--- src/rtl/hazard_md_ctrl_pkg.sv ---
// Shared MIPS decode constants and the per-instruction hazard class record
// used by the hazard controller and its decoder.
package mips_defs;

    localparam logic [5:0] OP_RTYPE = 6'h00;
    localparam logic [5:0] OP_J     = 6'h02;
    localparam logic [5:0] OP_JAL   = 6'h03;
    localparam logic [5:0] OP_BEQ   = 6'h04;
    localparam logic [5:0] OP_ORI   = 6'h0D;
    localparam logic [5:0] OP_LUI   = 6'h0F;
    localparam logic [5:0] OP_LW    = 6'h23;
    localparam logic [5:0] OP_SW    = 6'h2B;

    localparam logic [5:0] F_JR     = 6'h08;
    localparam logic [5:0] F_MFHI   = 6'h10;
    localparam logic [5:0] F_MTHI   = 6'h11;
    localparam logic [5:0] F_MFLO   = 6'h12;
    localparam logic [5:0] F_MTLO   = 6'h13;
    localparam logic [5:0] F_MULT   = 6'h18;
    localparam logic [5:0] F_MULTU  = 6'h19;
    localparam logic [5:0] F_DIV    = 6'h1A;
    localparam logic [5:0] F_DIVU   = 6'h1B;
    localparam logic [5:0] F_ADDU   = 6'h21;
    localparam logic [5:0] F_SUBU   = 6'h23;

    localparam int T_W = 2;
    typedef logic [T_W-1:0] t_t;

    // An absent source gets the largest Tuse so it can never win a compare.
    localparam t_t T_NONE = t_t'(3);

    localparam logic [4:0] REG_RA = 5'd31;

    typedef struct packed {
        logic [4:0] a1;
        logic [4:0] a2;
        logic [4:0] a3;
        t_t         tuse_rs;
        t_t         tuse_rt;
        t_t         tnew_e;
        logic       is_md;
        logic       is_md_start;
        logic       is_div;
    } iclass_t;

endpackage

--- src/rtl/hazard_md_ctrl_instr_class.sv ---
// Combinational decode of one instruction into its register operands,
// Tuse/Tnew timing and multiply/divide family flags.
module instr_class
    import mips_defs::*;
(
    input  logic [31:0] ir,
    output iclass_t     cls
);

    logic [5:0] op;
    logic [5:0] fn;
    logic [4:0] rs;
    logic [4:0] rt;
    logic [4:0] rd;
    logic       unused_shamt;

    assign op = ir[31:26];
    assign fn = ir[5:0];
    assign rs = ir[25:21];
    assign rt = ir[20:16];
    assign rd = ir[15:11];
    assign unused_shamt = ^ir[10:6];

    always_comb begin
        cls = '{a1: 5'd0, a2: 5'd0, a3: 5'd0, tuse_rs: T_NONE, tuse_rt: T_NONE,
                tnew_e: t_t'(0), is_md: 1'b0, is_md_start: 1'b0, is_div: 1'b0};
        if (op == OP_RTYPE) begin
            case (fn)
                F_ADDU, F_SUBU: begin
                    cls.a1 = rs;  cls.tuse_rs = t_t'(1);
                    cls.a2 = rt;  cls.tuse_rt = t_t'(1);
                    cls.a3 = rd;  cls.tnew_e  = t_t'(1);
                end
                F_JR: begin
                    cls.a1 = rs;  cls.tuse_rs = t_t'(0);
                end
                F_MULT, F_MULTU, F_DIV, F_DIVU: begin
                    cls.a1 = rs;  cls.tuse_rs = t_t'(1);
                    cls.a2 = rt;  cls.tuse_rt = t_t'(1);
                    cls.is_md       = 1'b1;
                    cls.is_md_start = 1'b1;
                    cls.is_div      = (fn == F_DIV) || (fn == F_DIVU);
                end
                F_MFHI, F_MFLO: begin
                    cls.a3 = rd;  cls.tnew_e = t_t'(1);
                    cls.is_md = 1'b1;
                end
                F_MTHI, F_MTLO: begin
                    cls.a1 = rs;  cls.tuse_rs = t_t'(1);
                    cls.is_md = 1'b1;
                end
                default: ;
            endcase
        end else begin
            case (op)
                OP_ORI, OP_LW: begin
                    cls.a1 = rs;  cls.tuse_rs = t_t'(1);
                    cls.a3 = rt;
                    cls.tnew_e = (op == OP_LW) ? t_t'(2) : t_t'(1);
                end
                OP_SW: begin
                    cls.a1 = rs;  cls.tuse_rs = t_t'(1);
                    cls.a2 = rt;  cls.tuse_rt = t_t'(2);
                end
                OP_BEQ: begin
                    cls.a1 = rs;  cls.tuse_rs = t_t'(0);
                    cls.a2 = rt;  cls.tuse_rt = t_t'(0);
                end
                OP_LUI: begin
                    cls.a3 = rt;  cls.tnew_e = t_t'(1);
                end
                OP_JAL: begin
                    cls.a3 = REG_RA;  cls.tnew_e = t_t'(0);
                end
                OP_J: ;
                default: ;
            endcase
        end
    end

endmodule

--- src/rtl/hazard_md_ctrl.sv ---
// D-stage stall decision from Tuse/Tnew rules, multiply/divide busy
// sequencing and a saturating count of stalled cycles.
module hazard_md_ctrl
    import mips_defs::*;
#(
    parameter int MULT_CYCLES = 5,
    parameter int DIV_CYCLES  = 10,
    parameter int CNT_W       = 32
) (
    input  logic             clk,
    input  logic             reset,
    input  logic [31:0]      ir_d,
    input  logic [31:0]      ir_e,
    input  logic [31:0]      ir_m,
    output logic             stall,
    output logic             ir_e_clr,
    output logic             md_start,
    output logic             md_busy,
    output logic [CNT_W-1:0] stall_cnt
);

    localparam int MD_W = $clog2(DIV_CYCLES + 1);
    localparam int S_D  = 0;
    localparam int S_E  = 1;
    localparam int S_M  = 2;

    logic [2:0][31:0] ir_stage;
    iclass_t [2:0]    cls;
    logic             unused_cls;

    assign ir_stage[S_D] = ir_d;
    assign ir_stage[S_E] = ir_e;
    assign ir_stage[S_M] = ir_m;
    assign unused_cls    = ^cls;

    for (genvar gi = 0; gi < 3; gi++) begin : g_dec
        instr_class u_cls (
            .ir  (ir_stage[gi]),
            .cls (cls[gi])
        );
    end

    function automatic logic src_hit(input logic [4:0] a, input logic [4:0] a3,
                                     input t_t tuse, input t_t tnew);
        return (a == a3) && (a3 != 5'd0) && (tuse < tnew);
    endfunction

    // One pipeline stage later the producer is one cycle closer to its result.
    t_t   tnew_m;
    logic data_stall;
    logic md_stall;

    assign tnew_m = (cls[S_M].tnew_e != t_t'(0)) ? t_t'(cls[S_M].tnew_e - t_t'(1)) : t_t'(0);

    assign data_stall = src_hit(cls[S_D].a1, cls[S_E].a3, cls[S_D].tuse_rs, cls[S_E].tnew_e)
                      | src_hit(cls[S_D].a2, cls[S_E].a3, cls[S_D].tuse_rt, cls[S_E].tnew_e)
                      | src_hit(cls[S_D].a1, cls[S_M].a3, cls[S_D].tuse_rs, tnew_m)
                      | src_hit(cls[S_D].a2, cls[S_M].a3, cls[S_D].tuse_rt, tnew_m);

    logic [MD_W-1:0]  md_cnt_reg;
    logic [MD_W-1:0]  md_cnt_next;
    logic [CNT_W-1:0] stall_cnt_reg;
    logic [CNT_W-1:0] stall_cnt_next;

    assign md_start = cls[S_E].is_md_start;
    assign md_busy  = md_start | (md_cnt_reg != '0);
    assign md_stall = cls[S_D].is_md & md_busy;
    assign stall    = data_stall | md_stall;
    assign ir_e_clr = stall;
    assign stall_cnt = stall_cnt_reg;

    always_comb begin
        md_cnt_next = md_cnt_reg;
        if (md_start && (md_cnt_reg == '0)) begin
            md_cnt_next = cls[S_E].is_div ? MD_W'(DIV_CYCLES) : MD_W'(MULT_CYCLES);
        end else if (md_cnt_reg != '0) begin
            md_cnt_next = md_cnt_reg - MD_W'(1);
        end
    end

    always_comb begin
        stall_cnt_next = stall_cnt_reg;
        if (stall && !(&stall_cnt_reg)) begin
            stall_cnt_next = stall_cnt_reg + CNT_W'(1);
        end
    end

    always_ff @(posedge clk) begin
        if (reset) begin
            md_cnt_reg    <= '0;
            stall_cnt_reg <= '0;
        end else begin
            md_cnt_reg    <= md_cnt_next;
            stall_cnt_reg <= stall_cnt_next;
        end
    end

    // A new MD op can only reach E once the previous one has drained.
    a_no_md_restart: assert property (@(posedge clk) disable iff (reset)
                                      !(md_start && (md_cnt_reg != '0)));

endmodule

--- config.mk ---
export PLATFORM = sky130hd
export DESIGN_NAME = hazard_md_ctrl
export DESIGN_NICKNAME = d
export VERILOG_FILES = /design/src/rtl/hazard_md_ctrl_pkg.sv /design/src/rtl/hazard_md_ctrl_instr_class.sv /design/src/rtl/hazard_md_ctrl.sv
export SDC_FILE = /design/constraint.sdc
export NUM_CORES = 1
export LEC_CHECK = 0
export CAP_MARGIN = 20
export CORE_UTILIZATION = 50
export CTS_BUF_LIST = sky130_fd_sc_hd__clkbuf_8
export DETAILED_ROUTE_END_ITERATION = 8
export PLACE_DENSITY_LB_ADDON = 0.25
export SYNTH_ARGS = -nofsm -noshare
export SYNTH_HDL_FRONTEND = slang
export SYNTH_SLANG_ARGS = --single-unit
export TNS_END_PERCENT = 10
--- constraint.sdc ---
create_clock -name clk -period 8.1 [get_ports clk]
set_input_delay 1.62 -clock clk [delete_from_list [all_inputs] [get_ports clk]]
set_output_delay 1.62 -clock clk [all_outputs]
set_load 0.01 [all_outputs]
==> results of run 1 <==
## metrics by stage
step	area, sq um	utilization [%]	std cells	hold slack [ns]	power [uW]
floorplan	3537	-	461	0.4637	291.0
global placement	4596	67.64	638	0.4796	351.0
detailed placement	4596	67.64	638	0.4981	356.9
CTS	4673	68.78	645	0.5094	476.0
global route	4673	68.78	645	0.5449	501.6
finish	4673	68.78	645	0.5173	473.5
## routing by layer
layer  share of wire (%)  global-route usage [%]
met2                  53                   47.26
met5                   0                       0
met4                 1.3                   7.273
met3                 4.7                   2.791
met1                  41                   29.56
## cells in the mapped netlist, types with 3 or more instances
library cell | count | area [sq um]
o211ai_1 | 12 | 90.09
nand2_1 | 28 | 105.1
nor2_1 | 53 | 198.9
xor2_1 | 4 | 35.03
nor3_1 | 17 | 85.08
nand4_1 | 9 | 56.30
nor4_1 | 11 | 68.82
o22ai_1 | 7 | 43.79
nor2b_1 | 30 | 187.7
clkbuf_1 | 14 | 52.55
a2111oi_0 | 6 | 52.55
a211oi_1 | 12 | 90.09
or2_2 | 3 | 18.77
mux2i_1 | 4 | 40.04
or4_1 | 10 | 75.07
mux2_2 | 4 | 45.04
mux2_1 | 23 | 259.0
o2111ai_1 | 3 | 26.28
and3_1 | 5 | 31.28
and3b_1 | 3 | 26.28
nand4b_1 | 3 | 26.28
nor4_2 | 8 | 100.1
nand2b_1 | 7 | 43.79
dfxtp_1 | 36 | 720.7
buf_6 | 3 | 33.78
or3_1 | 4 | 25.02
and4_1 | 4 | 35.03
nand3b_1 | 3 | 22.52
xnor2_1 | 4 | 35.03
inv_1 | 19 | 71.32
buf_2 | 4 | 20.02
a21oi_1 | 8 | 40.04
nand3_1 | 13 | 65.06
nor3b_1 | 6 | 45.04
a22o_1 | 6 | 52.55
a31oi_1 | 6 | 37.54
o21ai_0 | 11 | 55.05
and2_1 | 6 | 37.54
a22oi_1 | 4 | 30.03
ha_1 | 7 | 87.58
## kinds of logic after synthesis
| group | count (synthesis) | synth area share (%) |
|---|---|---|
| XOR/XNOR | 8 | 1.983 |
| adder cells (fa/ha/maj) | 7 | 2.479 |
| AND/OR/NAND/NOR | 235 | 39.06 |
| buffers and inverters | 43 | 5.453 |
| flip-flops | 36 | 20.40 |
| other | 1 | 0.1061 |
| multiplexers | 31 | 9.738 |
| AO/OA/AOI/OAI | 99 | 20.79 |
## power groups by stage
stage / sequential (uW) / combinational (uW) / clock [uW]
floorplan: 197 / 94.0 / 0
global placement: 198 / 153 / 0
detailed placement: 199 / 158 / 0
CTS: 195 / 159 / 122
global route: 196 / 177 / 129
finish: 195 / 159 / 119
## final cells by class
cell class              instances  area (sq um)  area share, %
inverters                      19         71.32          1.526
well taps                      96         120.1          2.570
clock inverters                 2         8.758         0.1874
repair buffers                105          1039          22.22
clock buffers                   5         68.82          1.473
multi-input cells             382          2645          56.60
flip-flops and latches         36         720.7          15.42
## worst min path at each step
stage                    endpoint     startpoint  depth (start not counted)
finish              stall_cnt[25]  stall_cnt[25]                          2
CTS                 stall_cnt[25]  stall_cnt[25]                          2
detailed placement  stall_cnt[25]  stall_cnt[25]                          2
floorplan           md_cnt_reg[0]  md_cnt_reg[0]                          1
global route        md_cnt_reg[0]  md_cnt_reg[0]                          1
global placement    stall_cnt[25]  stall_cnt[25]                          2
## placed cells by master (no fill, tap or decap), drive strengths merged, types with 3 or more instances in the layout
| cell type | netlist | final |
|---|---|---|
| xor2 | 4 | 4 |
| a21oi | 8 | 8 |
| nand4b | 3 | 3 |
| nand4 | 9 | 9 |
| clkdlybuf4s50 | 0 | 101 |
| dfxtp | 36 | 36 |
| or2 | 3 | 3 |
| and4 | 4 | 4 |
| o21ai | 12 | 12 |
| nor4b | 3 | 3 |
| o22ai | 8 | 8 |
| a22oi | 4 | 4 |
| and2 | 6 | 6 |
| mux2 | 27 | 27 |
| nand3b | 3 | 3 |
| inv | 19 | 20 |
| a2111oi | 7 | 7 |
| nor3b | 6 | 6 |
| nand2 | 28 | 28 |
| a31oi | 6 | 6 |
| or4 | 11 | 11 |
| mux2i | 4 | 4 |
| nor3 | 17 | 17 |
| o2111ai | 3 | 3 |
| or3 | 4 | 4 |
| buf | 10 | 4 |
| a22o | 6 | 6 |
| a211oi | 12 | 12 |
| and3b | 3 | 3 |
| nand3 | 13 | 13 |
| nor2b | 30 | 30 |
| ha | 7 | 7 |
| and3 | 5 | 5 |
| nor2 | 53 | 53 |
| o211ai | 12 | 12 |
| nor4 | 19 | 19 |
| xnor2 | 4 | 4 |
| clkbuf | 14 | 5 |
| nand2b | 7 | 7 |
## tightest hold or removal path: stages, from the launching register on
cell and delay (ns):
dfxtp_1 0.34, o21ai_0 0.08, a21oi_1 0.06
==> summary.md, run 1 <==
| Metric | Value |
|---|---|
| Port Buffers | `around 100` |
| Fin. Hold Viols | `0` |
| Register area share after synthesis | `20.40%` |
| Worst setup path start | `ir_d[31]` |
| First-pass GRT wire length | `15350 um` |
| Top cell by count, worst path | `clkdlybuf4s50_1` |
| Dpl ws | `0.8924 ns` |
| Fillers | `563` |
| Clock skew | `0.01175 ns` |
| Layout Nets | `654` |
| TritonCTS Buffers | `5` |
| Routed WL per cell | `about 14 um` |
| RR Startpoint | `stall_cnt[7]` |
| PD cells | `101.3 nW/um^2` |
| Critical path launch point type | `input port` |
| Slew Limit Fails | `0` |
| Worst VDD drop | `0.06056 mV` |
| Cell Area, Synth | `3533 sq um` |
| Gp weighted congestion | `0.9302` |
| Routed Antenna Nets | `0` |
| Via Count | `slightly below 4000` |
| R2r worst-path depth | `8` |
| Final WS setup | `0.8489 ns` |
| Vias in the first global route | `3500` |
| Max FFs per register | `32` |
| Critical-path cell list | `clkdlybuf4s50_1, or4_1, a31oi_1, nand2_1, ha_1, or4_4, o22ai_2, o21ai_0, nor3_1, nand3_1, o2111ai_1, clkdlybuf4s50_1` |
| Period minus WS final | `approximately 7.3 ns` |
| Slew @ Worst Pin | `1.037 ns` |
| Total GRT Usage | `25.06%` |
| Chip Height | `between 80 and 90 um` |
| Worst Hold Class | `flop to flop` |
| Clock power share | `25.1%` |
| DRC | `0` |
| Final setup vio count | `0` |
| Worst path top cell family by delay | `simple AND/OR/NAND/NOR gates` |
| Syn Inst Count | `460` |
| Total of max-cap violations | `0` |
| Reg-to-reg endpoint | `stall_cnt[29]` |
| Setup TNS | `0 ns` |
| Hpwl dp | `7290 um` |
| Sw power | `149.2 uW` |
| Int Power | `324.3 uW` |
| Crit Path Category | `input port to primary output` |
| Clk_lat worst skew | `0.29 ns` |
| Iter 0 DRT Violations | `174` |
| Slew Limit Headroom | `30.86%` |
| Clk slew on worst S/H paths | `0.08 ns` |
| Hold_buf cts | `0` |
| Initial antenna violation count | `0` |
| CTS tree | `done` |
| Vias/cell | `6.042` |
| Synth async-reset ratio | `0%` |
| # H-tree levels | `2` |
| Critical path's slowest cell | `or4_1` |
| Largest net degree at the start of global routing | `66` |
| Core Area | `roughly 6800 sq um` |
| FP Rows | `30` |
| Final period util | `89.52%` |
| Fmax achieved | `137.9 MHz` |
| Die ar. | `7407 sq um` |
| Buf+Inv Stages, Crit Path | `2` |
| RSZ-0062 raised after global routing | `no` |
| Worst EP required | `approximately 6.5 ns` |
| Syn_area_per_cell | `about 7.7 sq um` |
| IO Count | `134` |
| Die Wd | `86.07 um` |
| Reg power frac | `41.2%` |
| Slowest cell delay on critical path | `around 0.71 ns` |
| Share of cells above drive strength 1 | `6.193%` |
| Starting density of the core | `52.01%` |
| Crit. path cell count | `12` |
| Primary FF master, synth | `dfxtp_1` |
| Status | `completed` |
| N_diodes | `0` |
| CTS Sinks | `36` |
| Switching Share | `31.51%` |
| Worst Setup EP | `ir_e_clr` |
| CP arrival | `around 5.6 ns` |
| Post_cts resized | `0` |
| Yosys cell types | `74` |
| Yosys warns | `0` |
| Worst setup EP type | `primary output` |
| CTS Root Cell | `clkbuf_8` |
| Post-CTS setup buffers | `0` |
| 1st-pass router iterations | `7` |
| Layout area overhead | `32.26%` |
| Seq cells post-synth | `36` |
| Reg2Reg Setup Slack | `5.19 ns` |
| Lkg Pwr | `0.001633 uW` |
| Max Root-Sink Buffers | `2` |
| WL final | `9351 um` |
| EDFF count, synth | `0` |
| Combinational group share of total power | `33.6%` |
| Total congestion overflow | `0` |
| CP Max Fanout | `10` |
(Power assumes the default switching activity.)
==> run 2: changes to the inputs <==
Settings changed: ABC_CLOCK_PERIOD_IN_PS set to 8100.
==> results of run 2 <==
No change in the layout: final DEF, timing and power equal those of run 1.
==> run 3: changes to the inputs <==
Settings changed: ABC_CLOCK_PERIOD_IN_PS 8100 to 6500, CORE_UTILIZATION 50 to 43, SYNTH_HIERARCHICAL set to 1.
Clock period 8.1 ns to 6.5 ns, I/O delays scaled along.
==> summary.md, run 3 <==
| Metric | Value |
|---|---|
| TritonCTS Buffers | `5` |
| Max FFs per register | `32` |
| Hold Crit Depth | `2` |
| CP Max Fanout | `6` |
| Die ar. | `7613 sq um` |
| CP arrival | `roughly 4.6 ns` |
| Clock skew | `0.01290 ns` |
| Syn_area_per_cell | `8.203 sq um` |
| Total congestion overflow | `0` |
| Combinational group share of total power | `27.2%` |
| Final setup vio count | `0` |
| 1st-pass router iterations | `4` |
| Gp weighted congestion | `approximately 0.90` |
| FP Rows | `30` |
| Highest-count cells in the layout ignoring fill and taps | `102 x clkdlybuf4s50_1, 36 x dfxtp_1, 30 x a21oi_1, 27 x nor2_1` |
| Lkg Pwr | `0.001417 uW` |
| Fin. Hold Viols | `0` |
| Post-CTS setup buffers | `0` |
| Die Wd | `87.26 um` |
| Final Core Density | `62.05%` |
| Via Count | `3307` |
| Share of cells above drive strength 1 | `9.110%` |
| Layout area overhead | `37.11%` |
| Status | `completed` |
| PD cells | `146.8 nW/um^2` |
| Slew @ Worst Pin | `approximately 0.90 ns` |
| Syn Inst Count | `381` |
| Worst setup EP type | `primary output` |
| CTS Root Cell | `clkbuf_8` |
| DRC | `0` |
| Largest net degree at the start of global routing | `57` |
| Iter 0 DRT Violations | `approximately 170` |
| Max Root-Sink Buffers | `2` |
| Synth Net Count | `486` |
| Worst EP required | `5.20 ns` |
| Hpwl dp | `6412 um` |
| Reg power frac | `38.4%` |
| Post_cts resized | `0` |
| Slew Limit Fails | `0` |
| Fmax achieved | `between 150 and 200 MHz` |
| Most common cell after layout, fill and taps aside | `clkdlybuf4s50_1` |
| Switching Share | `approximately 27%` |
| WL final | `about 8300 um` |
| Vias/cell | `5.822` |
| Worst VDD drop | `~0.11 mV` |
| Slew Limit Headroom | `39.35%` |
| CTS tree | `done` |
| IO Count | `around 130` |
| R2r worst-path depth | `8` |
| Cell Area, Synth | `3125 sq um` |
| Setup TNS | `0 ns` |
| Total GRT Usage | `between 20% and 30%` |
| Port Buffers | `102` |
| Routed Antenna Nets | `0` |
| Int Power | `between 400 and 500 uW` |
| Sw power | `between 150 and 200 uW` |
| Worst Hold Class | `flop to flop` |
| Layout Nets | `roughly 580` |
| Yosys warns | `6` |
| # H-tree levels | `2` |
| Routed WL per cell | `14.61 um` |
| CTS Sinks | `36` |
| Crit Path Category | `input port to primary output` |
| Clk slew on worst S/H paths | `0.07 ns` |
| Chip Height | `87.26 um` |
| Critical path launch point type | `input port` |
| Clk_lat worst skew | `0.29 ns` |
| Period minus WS final | `5.923 ns` |
| Core Area | `6907 sq um` |
| Vias in the first global route | `2926` |
| Clock power share | `34.5%` |
| First-pass GRT wire length | `13280 um` |
| Total of max-cap violations | `0` |
| Initial antenna violation count | `0` |
| Hold_buf cts | `0` |
| Starting density of the core | `a little under half` |
| Final period util | `roughly 91%` |
| N_diodes | `0` |
| RSZ-0062 raised after global routing | `no` |
run 3: power by group through the flow:
| stage | Combinational (uW) | Sequential, uW | Clock (uW) |
|---|---|---|---|
| after floorplan | 97.3 | 244 | 0 |
| after global placement | 167 | 246 | 0 |
| after detailed placement | 171 | 246 | 0 |
| after CTS | 173 | 241 | 221 |
| after global routing | 190 | 244 | 229 |
| final | 171 | 241 | 217 |
run 3: critical path, cell delays in order:
cell	delay, ns
clkdlybuf4s50_1	0.47
nand4bb_1	0.24
a21oi_2	0.29
a211oi_4	0.10
nor4b_1	0.62
xnor2_1	0.18
nand4_1	0.10
a2111oi_1	0.35
o22a_2	0.23
a211oi_4	0.05
inv_1	0.13
clkdlybuf4s50_1	0.55
run 3: path summary, 6_finish.rpt:
path / slack [ns] / startpoint / endpoint
setup / recovery: 0.58 / ir_d[3] / ir_e_clr
hold reg to reg: 0.49 / md_cnt_reg[3] / md_cnt_reg[3]
setup reg to reg: 3.16 / stall_cnt[6] / stall_cnt[8]
hold / removal: 0.49 / md_cnt_reg[3] / md_cnt_reg[3]
run 3: metrics by stage:
stage | area (sq um) | hold slack (ns) | setup WS [ns] | power (uW) | instances
2_1_floorplan | 3126 | 0.4573 | 1.470 | 341.5 | 381
3_3_place_gp | 4159 | 0.4745 | 0.6848 | 413.3 | 560
3_5_place_dp | 4159 | 0.4781 | 0.5679 | 417.5 | 560
4_1_cts | 4285 | 0.4906 | 0.5685 | 634.8 | 568
5_1_grt | 4285 | 0.5191 | 0.4617 | 663.0 | 568
6_report | 4285 | 0.4927 | 0.5767 | 628.9 | 568
run 3: final cells by class:
class	count	area, sq um
clock inverter	1	30.03
tap	96	120.1
timing repair buffer	106	1051
multi-input combinational	313	2233
sequential	36	720.7
fill	625	2621
clock buffer	7	96.34
inverter	9	33.78
run 3: layer usage:
metal  GRT usage, %  wire [um]
met5              0          0
met1          29.55       3824
met3          2.370        335
met2          35.44       4057
met4          4.471         82
